**src/rtl/airport_security_multilane.sv**
```systemverilog
// Multi-lane airport security controller.
// One passenger is accepted at a time through a valid/ready gate. Baggage
// parity and the passenger's type decide whether a timed inspection hold comes
// first. The passenger is then assigned to a screening lane by class and lane
// occupancy, and each assignment issues an LFSR-derived security token.
//
// Handshake: a passenger is accepted on a rising edge where arrive_valid and
// arrive_ready are both high. arrive_ready is high only in IDLE. The gate holds
// type and data stable until acceptance. assign_valid is a one-cycle pulse, and
// assign_lane, assign_priority and security_token are valid while it is high.
// The lane and class are kept until the next assignment, and so is the token.
module airport_security_multilane #(
  parameter int          LANES       = 4,
  parameter int          MAX_OCC     = 8,
  parameter int          DATA_W      = 8,
  parameter int          INSPECT_CYC = 4,
  parameter logic [7:0]  LFSR_SEED   = 8'hA5,
  localparam int         CNT_W       = $clog2(MAX_OCC + 1),
  localparam int         LW          = $clog2(LANES)
) (
  input  logic                     clk,
  input  logic                     reset,
  input  logic                     arrive_valid,
  input  logic [1:0]               arrive_type,
  input  logic [DATA_W-1:0]        baggage_data,
  output logic                     arrive_ready,
  input  logic [LANES-1:0]         lane_exit,
  output logic                     assign_valid,
  output logic [LW-1:0]            assign_lane,
  output logic [1:0]               assign_priority,
  output logic [7:0]               security_token,
  output logic [LANES*CNT_W-1:0]   lane_count,
  output logic [2*LANES-1:0]       lane_light,
  output logic                     parity_alarm,
  output logic                     full_stall
);

  localparam int TW = (INSPECT_CYC > 1) ? $clog2(INSPECT_CYC) : 1;
  localparam logic [CNT_W-1:0] MAX_C  = CNT_W'(MAX_OCC);
  localparam logic [CNT_W-1:0] HALF_C = CNT_W'(MAX_OCC / 2);
  localparam logic [LW-1:0]    INSP_LANE = LW'(LANES - 1);

  typedef enum logic [1:0] {
    S_IDLE    = 2'd0,
    S_CHECK   = 2'd1,
    S_INSPECT = 2'd2,
    S_ASSIGN  = 2'd3
  } state_e;

  state_e             state_q, state_d;
  logic [TW-1:0]      timer_q, timer_d;
  logic [1:0]         type_q;
  logic [DATA_W-1:0]  data_q;
  logic               insp_q;
  logic [7:0]         lfsr_q;
  logic [CNT_W-1:0]   cnt_q [LANES];
  logic [CNT_W-1:0]   cnt_d [LANES];

  logic               av_q;
  logic [LW-1:0]      lane_q;
  logic [1:0]         prio_q;
  logic [7:0]         token_q;

  logic               accept;
  logic               set_insp;
  logic               do_assign;
  logic               err;
  logic [7:0]         data8;
  logic [LW-1:0]      gen_lane;
  logic [CNT_W-1:0]   gen_min;
  logic [LW-1:0]      tgt;
  logic               tgt_full;

  // The token always mixes in an 8-bit view of the captured baggage word.
  if (DATA_W >= 8) begin : g_data_wide
    assign data8 = data_q[7:0];
  end else begin : g_data_narrow
    assign data8 = {{(8 - DATA_W){1'b0}}, data_q};
  end

  assign err = (^data_q) | (type_q == 2'b11);

  // Pick the least-occupied general lane; ties keep the lowest index.
  always_comb begin
    gen_lane = LW'(1);
    gen_min  = cnt_q[1];
    for (int i = 2; i <= LANES - 2; i++) begin
      if (cnt_q[i] < gen_min) begin
        gen_min  = cnt_q[i];
        gen_lane = LW'(i);
      end
    end
  end

  // Pick the target lane from the passenger class and the current occupancy.
  always_comb begin
    tgt = gen_lane;
    if (insp_q) begin
      tgt = INSP_LANE;
    end else if ((type_q == 2'b10) && (cnt_q[0] != MAX_C)) begin
      tgt = '0;
    end
    tgt_full = (cnt_q[tgt] == MAX_C);
  end

  // Compute the next state, the inspection timer and the gate/assign strobes.
  always_comb begin
    state_d   = state_q;
    timer_d   = timer_q;
    accept    = 1'b0;
    set_insp  = 1'b0;
    do_assign = 1'b0;
    case (state_q)
      S_IDLE: begin
        if (arrive_valid) begin
          accept  = 1'b1;
          state_d = S_CHECK;
        end
      end
      S_CHECK: begin
        if (err) begin
          set_insp = 1'b1;
          timer_d  = TW'(INSPECT_CYC - 1);
          state_d  = S_INSPECT;
        end else begin
          state_d = S_ASSIGN;
        end
      end
      S_INSPECT: begin
        if (timer_q == '0) begin
          state_d = S_ASSIGN;
        end else begin
          timer_d = timer_q - TW'(1);
        end
      end
      S_ASSIGN: begin
        if (!tgt_full) begin
          do_assign = 1'b1;
          state_d   = S_IDLE;
        end
      end
      default: state_d = S_IDLE;
    endcase
  end

  assign arrive_ready = (state_q == S_IDLE);
  assign parity_alarm = (state_q == S_INSPECT);
  assign full_stall   = (state_q == S_ASSIGN) && tgt_full;

  // Register the FSM state, the inspection timer and the captured passenger.
  always_ff @(posedge clk or posedge reset) begin
    if (reset) begin
      state_q <= S_IDLE;
      timer_q <= '0;
      type_q  <= '0;
      data_q  <= '0;
      insp_q  <= 1'b0;
    end else begin
      state_q <= state_d;
      timer_q <= timer_d;
      if (accept) begin
        type_q <= arrive_type;
        data_q <= baggage_data;
        insp_q <= 1'b0;
      end else if (set_insp) begin
        insp_q <= 1'b1;
      end
    end
  end

  // Advance the token LFSR every cycle, stalls included.
  always_ff @(posedge clk or posedge reset) begin
    if (reset) begin
      lfsr_q <= LFSR_SEED;
    end else begin
      lfsr_q <= {lfsr_q[6:0], lfsr_q[7] ^ lfsr_q[5] ^ lfsr_q[4] ^ lfsr_q[3]};
    end
  end

  // Register the assignment pulse and hold its lane, class and token.
  always_ff @(posedge clk or posedge reset) begin
    if (reset) begin
      av_q    <= 1'b0;
      lane_q  <= '0;
      prio_q  <= '0;
      token_q <= '0;
    end else begin
      av_q <= do_assign;
      if (do_assign) begin
        lane_q  <= tgt;
        prio_q  <= insp_q ? 2'b11 : type_q;
        token_q <= lfsr_q ^ data8;
      end
    end
  end

  assign assign_valid    = av_q;
  assign assign_lane     = lane_q;
  assign assign_priority = prio_q;
  assign security_token  = token_q;

  // Occupancy update: an assignment adds one, an exit removes one unless the lane is empty.
  always_comb begin
    for (int i = 0; i < LANES; i++) begin
      logic inc;
      logic dec;
      inc = do_assign && (tgt == LW'(i));
      dec = lane_exit[i] && (cnt_q[i] != '0);
      cnt_d[i] = cnt_q[i];
      if (inc && !dec) begin
        cnt_d[i] = cnt_q[i] + CNT_W'(1);
      end else if (!inc && dec) begin
        cnt_d[i] = cnt_q[i] - CNT_W'(1);
      end
    end
  end

  // Register the per-lane occupancy counts.
  always_ff @(posedge clk or posedge reset) begin
    if (reset) begin
      for (int i = 0; i < LANES; i++) begin
        cnt_q[i] <= '0;
      end
    end else begin
      for (int i = 0; i < LANES; i++) begin
        cnt_q[i] <= cnt_d[i];
      end
    end
  end

  // Flatten the counts and derive the status lights; the inspection light wins.
  always_comb begin
    lane_count = '0;
    lane_light = '0;
    for (int i = 0; i < LANES; i++) begin
      lane_count[i*CNT_W +: CNT_W] = cnt_q[i];
      if ((i == LANES - 1) && (state_q == S_INSPECT)) begin
        lane_light[2*i +: 2] = 2'b11;
      end else if (cnt_q[i] == MAX_C) begin
        lane_light[2*i +: 2] = 2'b10;
      end else if (cnt_q[i] >= HALF_C) begin
        lane_light[2*i +: 2] = 2'b01;
      end else begin
        lane_light[2*i +: 2] = 2'b00;
      end
    end
  end

endmodule

```
**config.mk**
```make
export PLATFORM = sky130hd
export DESIGN_NAME = airport_security_multilane
export DESIGN_NICKNAME = d
export VERILOG_FILES = /design/src/rtl/airport_security_multilane.sv
export SDC_FILE = /design/constraint.sdc
export NUM_CORES = 1
export LEC_CHECK = 0
export ABC_AREA = 0
export CELL_PAD_IN_SITES_DETAIL_PLACEMENT = 1
export CELL_PAD_IN_SITES_GLOBAL_PLACEMENT = 1
export CORE_MARGIN = 5
export CORE_UTILIZATION = 37
export CTS_CLUSTER_SIZE = 8
export DETAILED_ROUTE_END_ITERATION = 8
export GPL_ROUTABILITY_DRIVEN = 0
export PLACE_DENSITY_LB_ADDON = 0.1
export SETUP_SLACK_MARGIN = 0.3
export SLEW_MARGIN = 20
export SYNTH_ARGS = -nofsm -noshare
export SYNTH_HDL_FRONTEND = slang
export SYNTH_SLANG_ARGS = --single-unit
export TNS_END_PERCENT = 1
```
**constraint.sdc**
```tcl
create_clock -name clk -period 3.35 [get_ports clk]
set_input_delay 0.335 -clock clk [delete_from_list [all_inputs] [get_ports clk]]
set_output_delay 0.335 -clock clk [all_outputs]
set_load 0.01 [all_outputs]
```
After elaboration in Yosys (flattened, before gate mapping)
Cells that the tools add are included.

Bitwise operators: 6. Equality and inequality tests: 19. $add $sub $neg: 9. Order comparisons: 6. Reduce and logical (&&, ||, !) cells: 42. Multiplexer cells: 40.

Operators by type and width (number): $mux W4 (10); $mux W2 (14); $eq A4 B4 Y1 const B (5); $logic_and A1 B1 Y1 (18); $add A4 B1 Y4 const B (4); $ge A4 B3 Y1 const B (4); $reduce_bool A4 Y1 (4); $sub A4 B1 Y4 const B (4); $mux W1 (13); $eq A2 B2 Y1 const B (6); $reduce_bool A2 Y1 (6); $bmux W4 S2 (1); $logic_not A1 Y1 (8); $ne A2 B2 Y1 const B (4); $pmux W2 S4 (1); $reduce_xor A8 Y1 (1); $xor A8 B8 Y8 (1); $logic_not A2 Y1 (3); $reduce_and A3 Y1 (2); $eq A2 B1 Y1 const B (2); $lt A4 B4 Y1 (1); $ne A4 B4 Y1 const B (1); $pmux W2 S2 (1); $ge A3 B3 Y1 const B (1); 5 further kinds (7).

Output and inout port bits: 40. Input port bits: 17. Register bits: 52.

Longest topological paths before layout
Depth in word-level cells: 16. Mapped depth: 17. Mapped depth without buffers: 16.

Worst setup path before layout
Ideal clock, no wire load.

Path kind: register -> register. From: register cnt_q (netlist bit lane_count[6]). To: register cnt_q (netlist bit lane_count[11]). Setup time: 0.130 ns. Cell stages (with the launch flop): 18. Setup slack: -0.371 ns. Path buffers: 1. Data arrival time: 3.591 ns. Required time: 3.220 ns. Cell sequence: dfrtp_1 inv_1 ha_1 a21o_1 a21oi_1 a311oi_1 a211oi_1 a31oi_4 buf_8 and3b_2 ha_1 inv_1 ha_1 a21o_1 a21oi_1 xnor2_1 nor2_1 xor2_1.

Longest elaborated chain between the ends: 15. Elaborated cells between the ends (all ways): 18. Classes of those cells: 1 x order compare; 2 x eq/ne; 9 x mux; 1 x bitwise; 5 x reduce/logical.

RTL lines: start, declared (RTL line 56) `logic [CNT_W-1:0] cnt_q [LANES];`; start signal, assigned by index (RTL line 226) `cnt_q[i] <= cnt_d[i];`; $lt A4 B4 Y1 (RTL line 88) `if (cnt_q[i] < gen_min) begin`; $mux W2 (RTL line 88); $mux W2 (RTL line 100) `end else if ((type_q == 2'b10) && (cnt_q[0] != MAX_C)) begin`; $mux W2 (RTL line 98) `if (insp_q) begin`; $not A2 Y3 (not written as such) (RTL line 103) `tgt_full = (cnt_q[tgt] == MAX_C);`; $bmux W4 S2 * (RTL line 103); $mux W4 (not written as such) * (2 in series) (RTL line 103); $eq A4 B4 Y1 * (RTL line 103); $mux W1 * (RTL line 137) `if (!tgt_full) begin`; $mux W1 * (RTL line 113) `case (state_q)`; net do_assign (RTL line 66) `logic do_assign;`; $logic_and A1 B1 Y1 * (RTL line 207) `inc = do_assign && (tgt == LW'(i));`; $logic_not A1 Y1 (RTL line 212) `end else if (!inc && dec) begin`; $logic_and A1 B1 Y1 (RTL line 212); $reduce_bool A2 Y1 (no source line).

Mark *: on every way through the listed nets, which the timed path passes. The rest lies on a longest branch. The select of a mux whose other input is x is not followed. A chain may end at the register's enable or synchronous reset.

Final worst setup path
From: register cnt_q (netlist bit lane_count[10]). To: register cnt_q (netlist bit lane_count[11]).

Longest elaborated chain between the ends: 15. Elaborated cells between the ends (all ways): 24. Classes of those cells: 2 x add/sub; 1 x order compare; 2 x eq/ne; 10 x mux; 1 x bitwise; 8 x reduce/logical.

RTL lines (RTL line): $lt A4 B4 Y1 (88); $mux W2 (88); $mux W2 (100); $mux W2 (98); $not A2 Y3 (not written as such) (103); $bmux W4 S2 (103); $mux W4 (not written as such) (2 in series) (103); $eq A4 B4 Y1 (103); $mux W1 (137); $mux W1 (113); $logic_and A1 B1 Y1 (207); $logic_not A1 Y1 (212); $logic_and A1 B1 Y1 (212); $reduce_bool A2 Y1 (no source line).

Parallel ways exist; a longest one is shown, timed or not. The select of a mux whose other input is x is not followed.

==> impl_metrics.yaml <==
setup_path:
  crit_family: "compound AO/OA/AOI/OAI gates"
  regToRegStartpoint: "lane_count[10]$_DFFE_PP0P_"
  r2r_slack_ps: 80
  critPathMaxFanout: 5
  start_kind: "register"
  worstSetupEndpoint: "lane_count[11]$_DFFE_PP0P_"
  cp.arrival_ps: 3500
  timing.rr.end: "lane_count[11]$_DFFE_PP0P_"
  reg2regPathDepth: 16
  path_cells: "ha_4 -> a21o_1 -> a21oi_4 -> a311oi_2 -> a211oi_2 -> a31oi_4 -> buf_6 -> and3b_2 -> ha_4 -> inv_4 -> ha_4 -> a21o_1 -> a21oi_2 -> xnor2_1 -> nor2_1 -> xor2_1"
  endpoint_kind: "register"
  cp.required_ps: 3580
  cpMostUsedCell: "ha_4"
  cp_slowest_cell: "dfrtp_2"
  cp.depth: 16
  timing_worst_setup_path_type: "reg -> reg"
  startpoint: "lane_count[10]$_DFFE_PP0P_"
  max_stage_delay_ps: 450
  crit_buf_inv: 2
global_route:
  grt_overflow: 0
  grt_pass1_vias: 2522
  grt.total_usage: 0.1615
  antenna_found_initial: 0
  grt_pass1_wl_mm: 12.71
  grt_max_degree: 37
cells_and_area:
  multi_input_area_mm2: 0.001734
  layout_commonest_cell: "clkdlybuf4s50_1"
  fin_area_mm2: 0.004156
  n_fill_cell: 846
  drive_above_1_share: 0.3391
  final_cell_mix: "clkdlybuf4s50_1, dfrtp_1, buf_4"
  layout.nets: 388
  antennaDiodeCount: 0
  area_growth_pct: 40.23
  seq_area_mm2: 0.001315
min_path:
  hp-class: "reg -> reg"
power_and_ir_drop:
  irDropWorstVdd_uv: 381.6
  p_int_mw: 2.804
  leakage_nw: 1.765
  power.switching_mw: 2.002
  p_sw_frac: 0.4165
  finalPower_mw: 4.806
  p_clk_frac: 0.083
  p_seq_frac: 0.245
  combPwrFrac: 0.672
  p_per_area_mw_per_mm2: 1156
drt:
  ant_nets: 0
  drt-total-wl_mm: 7.569
  routedWlPerCell_um: 16.82
  drc: 0
  vias: 2255
  dr.pass1.iters: 4
  viasPerCell: 5.011
  drtIter0Drc: 49
timing:
  min_period_over_period: 0.9763
  final_max_slew_viol_count: 0
  grt_setup_unrepaired: "yes"
  fmax_mhz: 305.8
  slew_headroom: 0.4784
  holdWs_ps: 409.2
  setup_viol: 0
  skew_ps: 11.24
  fin_crit_ps: 3271
  worstMarginPinSlew_ps: 781.2
  finalHoldViolCount: 0
synthesis:
  yosys-top-cells-area: "dfrtp_1, ha_1, mux2_2"
  synth_area_per_cell_um2: 11.53
  yosysWarnings: 0
  synth_edf_count: 0
  synthesis.area_mm2: 0.002964
  yosysSeqAreaShare: 0.4407
  synth_flop_cell: "dfrtp_1"
  synth_nets: 298
  synth_top_area_frac: 0.4052
  synth-async-reset-ratio: 1.000
  syn_inst: 257
  ys_types: 51
  synth_top_area_cell: "dfrtp_1"
  synth_seq_cells: 52
die:
  ios: 57
  start_util: 0.3816
  rows: 32
  die_h_um: 99.51
  design.core.area_mm2: 0.007767
  die_area_mm2: 0.009901
  die_x_um: 99.51
clock_network:
  clock_path_buffers: 2
  cts_inserted_buffers: 5
  cts_root_buf: "clkbuf_8"
  path_clk_slew_ps: 100
  cts_max_level: 2
  cts_sinks: 52
  clk_latency_ps: 320
  cts_tree: "yes"
run_status:
  status: "completed"
placement:
  io_buffer_count: 56
  dp_hpwl_mm: 5.656
  placed_area_mm2: 0.003936
job:
  maxCapViolations: 0
[routing by layer]
metal,global-route usage,vias to the layer above,share of wire
li1,-,1079,-
met1,0.2017,1125,0.45
met2,0.2794,42,0.50
met3,0.04067,9,0.043
met4,0.03992,0,0.012
met5,0,-,0
[stage by stage]
| stage | utilization | cells | worst slack, ps | setup TNS (ps) |
|---|---|---|---|---|
| floorplan | - | 257 | 67.67 | 0 |
| global placement | 0.5068 | 434 | 80.98 | 0 |
| detailed placement | 0.5068 | 434 | -11.19 | -11.19 |
| CTS | 0.5325 | 449 | 71.70 | 0 |
| global route | 0.5351 | 450 | -82.78 | -253.0 |
| finish | 0.5351 | 450 | 79.47 | 0 |
[cell families (layout without fill, tap and decap cells)]
group | after synthesis | count (layout) | synth area share
DFF | 52 | 52 | 0.4407
AOI/OAI and AO/OA | 47 | 47 | 0.1152
and+or+nand+nor | 47 | 47 | 0.08865
xor gates and xnor gates | 34 | 34 | 0.1005
muxes | 28 | 28 | 0.1072
buffers and inverters | 25 | 116 | 0.03630
adders and majority gates | 24 | 24 | 0.1114
[power groups by stage]
stage | Combinational (mW) | Clock, mW | Sequential (mW)
2_1_floorplan | 1.80 | 0 | 1.30
3_3_place_gp | 2.98 | 0 | 1.18
3_5_place_dp | 3.08 | 0 | 1.20
4_1_cts | 3.26 | 0.413 | 1.18
5_1_grt | 3.53 | 0.448 | 1.22
6_report | 3.23 | 0.398 | 1.18
[registers in the layout, indices dropped and copies added (netlist names)]
register and count:
state_q 2, assign_priority 2, assign_valid 1, security_token 8
lane_count 16, insp_q 1, timer_q 2, assign_lane 2
lfsr_q 8, data8 8, type_q 2
[Yosys cell counts, drive strengths merged (5+ instances only)]
cell and count:
a21o 5, a21oi 12, a31oi 5, dfrtp 48, ha 20, inv 22
mux2 24, nand2 10, nor2 16, o21ai 8, xnor2 23, xor2 11
[timing repair]
item / in CTS / in global routing
setup endpoints to repair: 10 / 13
hold endpoints to repair: 0 / 0
buffers inserted: 7 / 1
pin swaps: 15 / 16
resized for setup: 9 / 5
hold buffers: 0 / 0
cloned: 0 / 0
[area by class of cell]
class,instances,area share
repair buffers,86,0.1905
flip-flops and latches,52,0.3164
inverters,22,0.02167
multi-input cells,180,0.4172
clock buffers,5,0.01656
well taps,102,0.03070
clock inverters,3,0.006924
[worst min path at each step]
stage	start	endpoint	slack, ps	depth (start not counted)
after floorplan	lfsr_q[1]$_DFF_PP0_	lfsr_q[2]$_DFF_PP1_	370	0
after global routing	lfsr_q[6]$_DFF_PP0_	lfsr_q[7]$_DFF_PP1_	420	0
after detailed placement	lfsr_q[1]$_DFF_PP0_	lfsr_q[2]$_DFF_PP1_	390	0
final	lfsr_q[6]$_DFF_PP0_	lfsr_q[7]$_DFF_PP1_	410	0
after CTS	lfsr_q[1]$_DFF_PP0_	lfsr_q[2]$_DFF_PP1_	410	0
after global placement	lfsr_q[6]$_DFF_PP0_	lfsr_q[7]$_DFF_PP1_	380	0
[worst register-to-register path: stages (launching register included)]
cell and delay [ps]:
dfrtp_2 450, ha_4 260, a21o_1 180, a21oi_4 210, a311oi_2 140, a211oi_2 320, a31oi_4 150, buf_6 140
and3b_2 200, ha_4 170, inv_4 70, ha_4 190, a21o_1 160, a21oi_2 140, xnor2_1 80, nor2_1 150
xor2_1 190
Power figures use the tool's default switching activity.
